### src/rtl/mem_arb_pkg.sv
// Shared types and constants for the byte-serial RAM/IO bus arbiter.
package mem_arb_pkg;

  typedef enum logic [1:0] {
    StIdle,
    StRead,
    StWrite,
    StDone
  } arb_state_e;

  localparam logic [1:0] MASK_B = 2'b01;
  localparam logic [1:0] MASK_H = 2'b10;
  localparam logic [1:0] MASK_W = 2'b11;

  localparam logic [31:0] IO_ADDR_DEFAULT = 32'h0003_0000;

  // Byte count for a load/store mask; the unused encoding maps to 0.
  function automatic logic [2:0] mask_to_len(input logic [1:0] mask);
    logic [2:0] len;
    case (mask)
      MASK_B:  len = 3'd1;
      MASK_H:  len = 3'd2;
      MASK_W:  len = 3'd4;
      default: len = 3'd0;
    endcase
    return len;
  endfunction

endpackage

### src/rtl/mem_byte_asm.sv
// Four-lane read assembly register: clear, single-lane byte write, and an output that zeroes
// every lane at or above the transfer length.
module mem_byte_asm (
  input  logic        clk,
  input  logic        rst,
  input  logic        clr,
  input  logic        we,
  input  logic [1:0]  lane,
  input  logic [7:0]  din,
  input  logic [2:0]  len,
  output logic [31:0] dout
);

  logic [31:0] bytes_q, bytes_d;

  always_comb begin
    bytes_d = bytes_q;
    if (clr) begin
      bytes_d = '0;
    end else if (we) begin
      bytes_d[{lane, 3'b000} +: 8] = din;
    end
  end

  always_ff @(posedge clk) begin
    if (!rst) begin
      bytes_q <= '0;
    end else begin
      bytes_q <= bytes_d;
    end
  end

  always_comb begin
    dout = '0;
    for (int i = 0; i < 4; i++) begin
      if (3'(i) < len) begin
        dout[8*i +: 8] = bytes_q[8*i +: 8];
      end
    end
  end

endmodule

### src/rtl/mem_arbiter.sv
// Shares the single byte-wide RAM/IO bus between instruction fetch and load/store, splitting
// each request into per-byte bus cycles and reassembling read data.
module mem_arbiter
  import mem_arb_pkg::*;
#(
  parameter int unsigned       ADDR_W  = 32,
  parameter logic [ADDR_W-1:0] IO_ADDR = ADDR_W'(IO_ADDR_DEFAULT)
) (
  input  logic              clk,
  input  logic              rst,
  input  logic              rdy_in,
  input  logic              if_req,
  input  logic [ADDR_W-1:0] if_addr,
  input  logic              if_flush,
  output logic              if_done,
  output logic [31:0]       if_data,
  input  logic              mem_req,
  input  logic              mem_we,
  input  logic [1:0]        mem_mask,
  input  logic [ADDR_W-1:0] mem_addr,
  input  logic [31:0]       mem_wdata,
  output logic              mem_done,
  output logic [31:0]       mem_rdata,
  output logic [ADDR_W-1:0] ram_a,
  output logic [7:0]        ram_dout,
  output logic              ram_wr,
  input  logic [7:0]        ram_din
);

  arb_state_e        state_q, state_d;
  logic              op_if_q, op_if_d;
  logic              op_we_q, op_we_d;
  logic [ADDR_W-1:0] addr_q, addr_d;
  logic [31:0]       wdata_q, wdata_d;
  logic [2:0]        len_q, len_d;
  logic [2:0]        issue_q, issue_d;
  logic [2:0]        cap_q, cap_d;
  logic              stall_q, stall_d;
  logic [ADDR_W-1:0] ram_a_q, ram_a_d;
  logic [7:0]        ram_dout_q, ram_dout_d;
  logic              ram_wr_q, ram_wr_d;
  logic              if_done_q, if_done_d;
  logic              mem_done_q, mem_done_d;
  logic [31:0]       if_data_q, if_data_d;
  logic [31:0]       mem_rdata_q, mem_rdata_d;

  logic              mem_valid;
  logic              asm_clr, asm_we;
  logic [31:0]       asm_dout;
  logic [ADDR_W-1:0] issue_addr, replay_addr;
  logic [7:0]        issue_byte;

  assign mem_valid   = mem_req && (mem_mask != 2'b00);
  assign issue_addr  = addr_q + ADDR_W'(issue_q);
  assign replay_addr = addr_q + ADDR_W'(cap_q);
  assign issue_byte  = wdata_q[{issue_q[1:0], 3'b000} +: 8];

  mem_byte_asm u_asm (
    .clk  (clk),
    .rst  (rst),
    .clr  (asm_clr),
    .we   (asm_we),
    .lane (cap_q[1:0]),
    .din  (ram_din),
    .len  (len_q),
    .dout (asm_dout)
  );

  always_comb begin
    state_d     = state_q;
    op_if_d     = op_if_q;
    op_we_d     = op_we_q;
    addr_d      = addr_q;
    wdata_d     = wdata_q;
    len_d       = len_q;
    issue_d     = issue_q;
    cap_d       = cap_q;
    stall_d     = stall_q;
    ram_a_d     = ram_a_q;
    ram_dout_d  = ram_dout_q;
    ram_wr_d    = ram_wr_q;
    if_done_d   = if_done_q;
    mem_done_d  = mem_done_q;
    if_data_d   = if_data_q;
    mem_rdata_d = mem_rdata_q;
    asm_clr     = 1'b0;
    asm_we      = 1'b0;

    if (!rdy_in) begin
      // Bus data seen across a stall is untrustworthy; remember to re-present the address.
      if (state_q == StRead) begin
        stall_d = 1'b1;
      end
    end else begin
      if_done_d  = 1'b0;
      mem_done_d = 1'b0;
      unique case (state_q)
        StIdle: begin
          if (mem_valid || if_req) begin
            op_if_d = !mem_valid;
            op_we_d = mem_valid && mem_we;
            addr_d  = mem_valid ? mem_addr : if_addr;
            wdata_d = mem_wdata;
            if (!mem_valid) begin
              len_d = 3'd4;
            end else if (!mem_we && (mem_addr == IO_ADDR)) begin
              len_d = 3'd1;
            end else begin
              len_d = mask_to_len(mem_mask);
            end
            issue_d    = 3'd1;
            cap_d      = 3'd0;
            stall_d    = 1'b0;
            ram_a_d    = addr_d;
            ram_dout_d = op_we_d ? mem_wdata[7:0] : 8'h00;
            ram_wr_d   = op_we_d;
            asm_clr    = 1'b1;
            state_d    = op_we_d ? StWrite : StRead;
          end
        end

        StRead: begin
          if (op_if_q && if_flush) begin
            stall_d = 1'b0;
            state_d = StIdle;
          end else if (cap_q == len_q) begin
            stall_d = 1'b0;
            state_d = StDone;
            if (op_if_q) begin
              if_done_d = 1'b1;
              if_data_d = asm_dout;
            end else begin
              mem_done_d  = 1'b1;
              mem_rdata_d = asm_dout;
            end
          end else if (stall_q) begin
            stall_d = 1'b0;
            ram_a_d = replay_addr;
            issue_d = cap_q + 3'd1;
          end else begin
            if (cap_q < issue_q) begin
              asm_we = 1'b1;
              cap_d  = cap_q + 3'd1;
            end
            if (issue_q < len_q) begin
              ram_a_d = issue_addr;
              issue_d = issue_q + 3'd1;
            end
          end
        end

        StWrite: begin
          if (issue_q == len_q) begin
            ram_wr_d   = 1'b0;
            mem_done_d = 1'b1;
            state_d    = StDone;
          end else begin
            ram_a_d    = issue_addr;
            ram_dout_d = issue_byte;
            ram_wr_d   = 1'b1;
            issue_d    = issue_q + 3'd1;
          end
        end

        StDone: begin
          state_d = StIdle;
        end

        default: begin
          state_d = StIdle;
        end
      endcase
    end
  end

  always_ff @(posedge clk) begin
    if (!rst) begin
      state_q     <= StIdle;
      op_if_q     <= 1'b0;
      op_we_q     <= 1'b0;
      addr_q      <= '0;
      wdata_q     <= '0;
      len_q       <= '0;
      issue_q     <= '0;
      cap_q       <= '0;
      stall_q     <= 1'b0;
      ram_a_q     <= '0;
      ram_dout_q  <= '0;
      ram_wr_q    <= 1'b0;
      if_done_q   <= 1'b0;
      mem_done_q  <= 1'b0;
      if_data_q   <= '0;
      mem_rdata_q <= '0;
    end else begin
      state_q     <= state_d;
      op_if_q     <= op_if_d;
      op_we_q     <= op_we_d;
      addr_q      <= addr_d;
      wdata_q     <= wdata_d;
      len_q       <= len_d;
      issue_q     <= issue_d;
      cap_q       <= cap_d;
      stall_q     <= stall_d;
      ram_a_q     <= ram_a_d;
      ram_dout_q  <= ram_dout_d;
      ram_wr_q    <= ram_wr_d;
      if_done_q   <= if_done_d;
      mem_done_q  <= mem_done_d;
      if_data_q   <= if_data_d;
      mem_rdata_q <= mem_rdata_d;
    end
  end

  assign ram_a     = ram_a_q;
  assign ram_dout  = ram_dout_q;
  assign ram_wr    = ram_wr_q & rdy_in;
  assign if_done   = if_done_q;
  assign if_data   = if_data_q;
  assign mem_done  = mem_done_q;
  assign mem_rdata = mem_rdata_q;

endmodule

### config.mk
export PLATFORM = sky130hd
export DESIGN_NAME = mem_arbiter
export DESIGN_NICKNAME = d
export VERILOG_FILES = /design/src/rtl/mem_arb_pkg.sv /design/src/rtl/mem_byte_asm.sv /design/src/rtl/mem_arbiter.sv
export SDC_FILE = /design/constraint.sdc
export NUM_CORES = 1
export LEC_CHECK = 0
export BUFFER_PORTS_ARGS = -buffer_cell sky130_fd_sc_hd__buf_2
export CORE_MARGIN = 2
export CORE_UTILIZATION = 50
export CTS_CLUSTER_SIZE = 40
export DETAILED_ROUTE_END_ITERATION = 8
export PLACE_DENSITY = 0.74
export SETUP_SLACK_MARGIN = 0.1
export SLEW_MARGIN = 15
export SYNTH_ARGS = -nofsm -noshare
export SYNTH_HDL_FRONTEND = slang
export SYNTH_SLANG_ARGS = --single-unit
### constraint.sdc
create_clock -name clk -period 4.98 [get_ports clk]
set_clock_uncertainty 0.05 [all_clocks]
set_input_delay 1.245 -clock clk [delete_from_list [all_inputs] [get_ports clk]]
set_output_delay 1.245 -clock clk [all_outputs]
set_load 0.03 [all_outputs]
==> metrics.md <==
| Metric | Value |
|---|---|
| Clk slew on worst S/H paths | 0.06 ns |
| Top FF cell, synth | dfxtp_1 |
| F_max | 0.298 GHz |
| Cell count after synthesis | 1369 |
| Htree depth | 1 |
| Power Internal | 3.26 mW |
| Sink Count | 216 |
| DP Area | 11800 sq um |
| Gate power share | 19.3% |
| VDD IR max | 0.260 mV |
| Startpoint Class | flop |
| Clock network power share | 39.2% |
| Post-route cell area | 12700 sq um |
| Initial antenna violation count | 2 |
| Post-synth ARST share | 0% |
| Endpoint class of the critical path | flop |
| Post-layout min period | 3.36 ns |
| Post-CTS setup buffers | 0 |
| Leakage | 4.87 nW |
| Vias in the first global route | 9731 |
| Part of the power in registers | 41.5% |
| Routed via count | 10800 |
| Met3 WL | 2.49 mm |
| Yosys warns | 0 |
| Max-slew violation count | 0 |
| # rows | 53 |
| Top sig layer | met4 |
| Post-synth cell types | 71 |
| CTS tree | done |
| Critical Path RT | 5.36 ns |
| Total CTS buffers | 23 |
| Worst-Margin Slew | 1.13 ns |
| DRT met1 WL | 15.1 mm |
| Crit path max fanout | 13 |
| WHS | 0.400 ns |
| Final setup TNS | 0 ns |
| Largest net degree at the start of global routing | 103 |
| Die area | 22600 sq um |
| Tcrit/Tclk final | 67.4% |
| Worst EP arrival | 3.74 ns |
| DRC violations left | 0 |
| Hold WC Path Type | flop to flop |
| Switching Share | 30.9% |
| Syn_nets | 1505 |
| Net Sw Power | 1.46 mW |
| Final Hold Viols | 0 |
| Post-synth EDFFs | 0 |
| Die W | 150 um |
| Initial drt markers | 845 |
| Initial core utilization | 51.0% |
| Seq cells post-synth | 216 |
| Setup violators final | 0 |
| Clk Latency, worst-skew pair | 0.52 ns |
| # port buffers | 219 |
| Metal2 WL | 15.2 mm |
| Max_cap viols | 0 |
| Share of cells above drive strength 1 | 19.9% |
| GP Congestion | 0.940 |
| DRT Wirelength | 34.0 mm |
| DR WL/cell | 18.8 um |
| Post-CTS resize count | 0 |
| DRT Pass-1 Iters | 5 |
| Status | completed |
| Synthesized area | 10700 sq um |
| I/O pin cnt | 220 |
| Overall global routing resource usage | 29.0% |
| Setup CP Type | flop to flop |
| Layout area overhead | 18.1% |
| Final #Nets | 1650 |
| Syn_area_per_cell | 7.83 sq um |
| Post-route ant nets | 0 |
| Die height | 150 um |
| Relative slew slack | 24.7% |
| Seq/Total Area, Yosys | 40.3% |
| Root Driver | clkbuf_16 |
| CTS Hold Buffers Added | 0 |
| Unrepaired setup endpoints after global routing | no |
| # fillers | 1926 |
| Dpl hpwl | 23.9 mm |
| First-pass GRT wire length | 52.5 mm |
| Clock tree buffer depth | 3 |
| Core area | 21000 sq um |
| GRT overflow | 0 |
| Via density | 5.98 |
| Pwr/cell area | 373 nW/um^2 |
cell usage in the layout (no fill, tap or decap), types with 6 or more instances in the layout:
cell	instances
and2_1	8
xnor2_1	14
ha_1	21
nor4_1	13
and3_1	8
a211oi_1	35
a221oi_1	11
buf_2	219
a22oi_1	11
buf_4	14
mux4_2	8
nand3_1	125
nand4_1	18
mux2i_1	25
a31oi_1	14
a311oi_1	10
dfxtp_1	216
o211ai_1	13
clkbuf_16	23
o21ai_0	38
a21oi_1	180
nor3_1	22
nor2_1	79
nand2_1	247
o221ai_1	8
xor2_1	13
or2_2	6
inv_1	24
metrics by stage:
step / power, mW / std cells / utilization, % / setup slack [ns]
after floorplan: 2.59 / 1369 / - / 1.63
after global placement: 2.87 / 1764 / 56.3 / 1.62
after detailed placement: 2.89 / 1764 / 56.3 / 1.57
after CTS: 4.73 / 1805 / 60.2 / 1.60
after global routing: 4.90 / 1806 / 60.3 / 1.19
final: 4.72 / 1807 / 60.3 / 1.62
layout make-up:
cell class	count	area [sq um]	share of cell area, %
inverter	25	96.3	0.760
antenna	2	5.00	0.0395
multi-input combinational	1015	5880	46.4
clock buffer	29	648	5.12
clock inverter	12	173	1.36
timing repair buffer	233	1200	9.48
sequential	216	4320	34.1
tap	275	344	2.72
state kept, by name, indices dropped and copies added, names as in the netlist, 8 cells and up:
register / flops
addr_q: 32
u_asm.bytes_q: 32
mem_rdata: 32
ram_a: 32
ram_dout: 8
if_data: 32
wdata_q: 32
power groups by stage:
stage	Combinational, mW	Clock (mW)	Sequential [mW]
finish	0.911	1.85	1.96
global placement	0.881	0	1.99
floorplan	0.545	0	2.05
detailed placement	0.895	0	1.99
global route	0.984	1.94	1.97
CTS	0.898	1.87	1.96
worst max-delay path: stages, from the launching register on:
cell and delay [ns]:
dfxtp_1 0.79, ha_1 0.31, inv_1 0.06, fa_1 0.40
nor2b_1 0.34, o211ai_1 0.30, a2111oi_2 0.47, xnor2_1 0.19
a221oi_2 0.08, nor4b_1 0.29
Yosys cell counts, types with 3 or more instances:
library cell  count  area share (%)
and3_1            8            0.47
clkbuf_1         98             3.4
o211ai_1         13            0.91
a311oi_1         10            0.82
mux2i_1          25             2.3
inv_1            24            0.84
a21oi_1         180             8.4
nand3_1         125             5.8
nand3b_1          3            0.21
o221ai_1          8            0.65
buf_2             8            0.37
and4_1            5            0.41
nand2_1         248             8.7
nor3_1           22             1.0
nor4_1           13            0.76
o22ai_1           4            0.23
xor2_1           13             1.1
or4_1             4            0.28
xnor2_1          14             1.1
nor2_1           81             2.8
a211oi_1         35             2.4
a22oi_1          11            0.77
a221oi_1         11            0.90
nor4b_1           4            0.33
or2_2             6            0.35
o31ai_1           3            0.21
nor3b_1           3            0.21
o21ai_0          38             1.8
o21bai_1          3            0.21
mux4_2            8             1.7
nand2b_1          5            0.29
nand4_1          18             1.0
nor2b_1           5            0.29
buf_1             4            0.14
ha_1             21             2.4
and2_1            9            0.52
a31oi_1          14            0.82
dfxtp_1         216              40
o221a_2           3            0.31
or3_1             3            0.18
logic make-up (layout without fill, tap and decap cells):
group	after synthesis	after routing	share of synthesized area (%)
other cells	0	2	0
simple gates	568	568	24.3
flops	216	216	40.3
mux	33	33	4.01
compound gates	364	364	21.3
fa+ha+maj	23	23	2.82
xor+xnor	27	27	2.20
buf+inv	138	299	5.04
final timing paths:
check / start / to / slack (ns) / cells past startpoint
max: issue_q[0]$_SDFFE_PN0P_ / ram_a[24]$_SDFFE_PN0P_ / 1.62 / 9
min: if_data[5]$_SDFFE_PN0P_ / if_data[5]$_SDFFE_PN0P_ / 0.40 / 2
max reg2reg: issue_q[0]$_SDFFE_PN0P_ / ram_a[24]$_SDFFE_PN0P_ / 1.62 / 9
min reg2reg: if_data[5]$_SDFFE_PN0P_ / if_data[5]$_SDFFE_PN0P_ / 0.40 / 2
routing by layer:
metal / track usage (%) / up-vias
li1: - / 5208
met1: 41.3 / 5055
met2: 45.5 / 463
met3: 3.79 / 75
met4: 9.72 / 0
met5: 0 / -
Power figures use the tool's default switching activity.
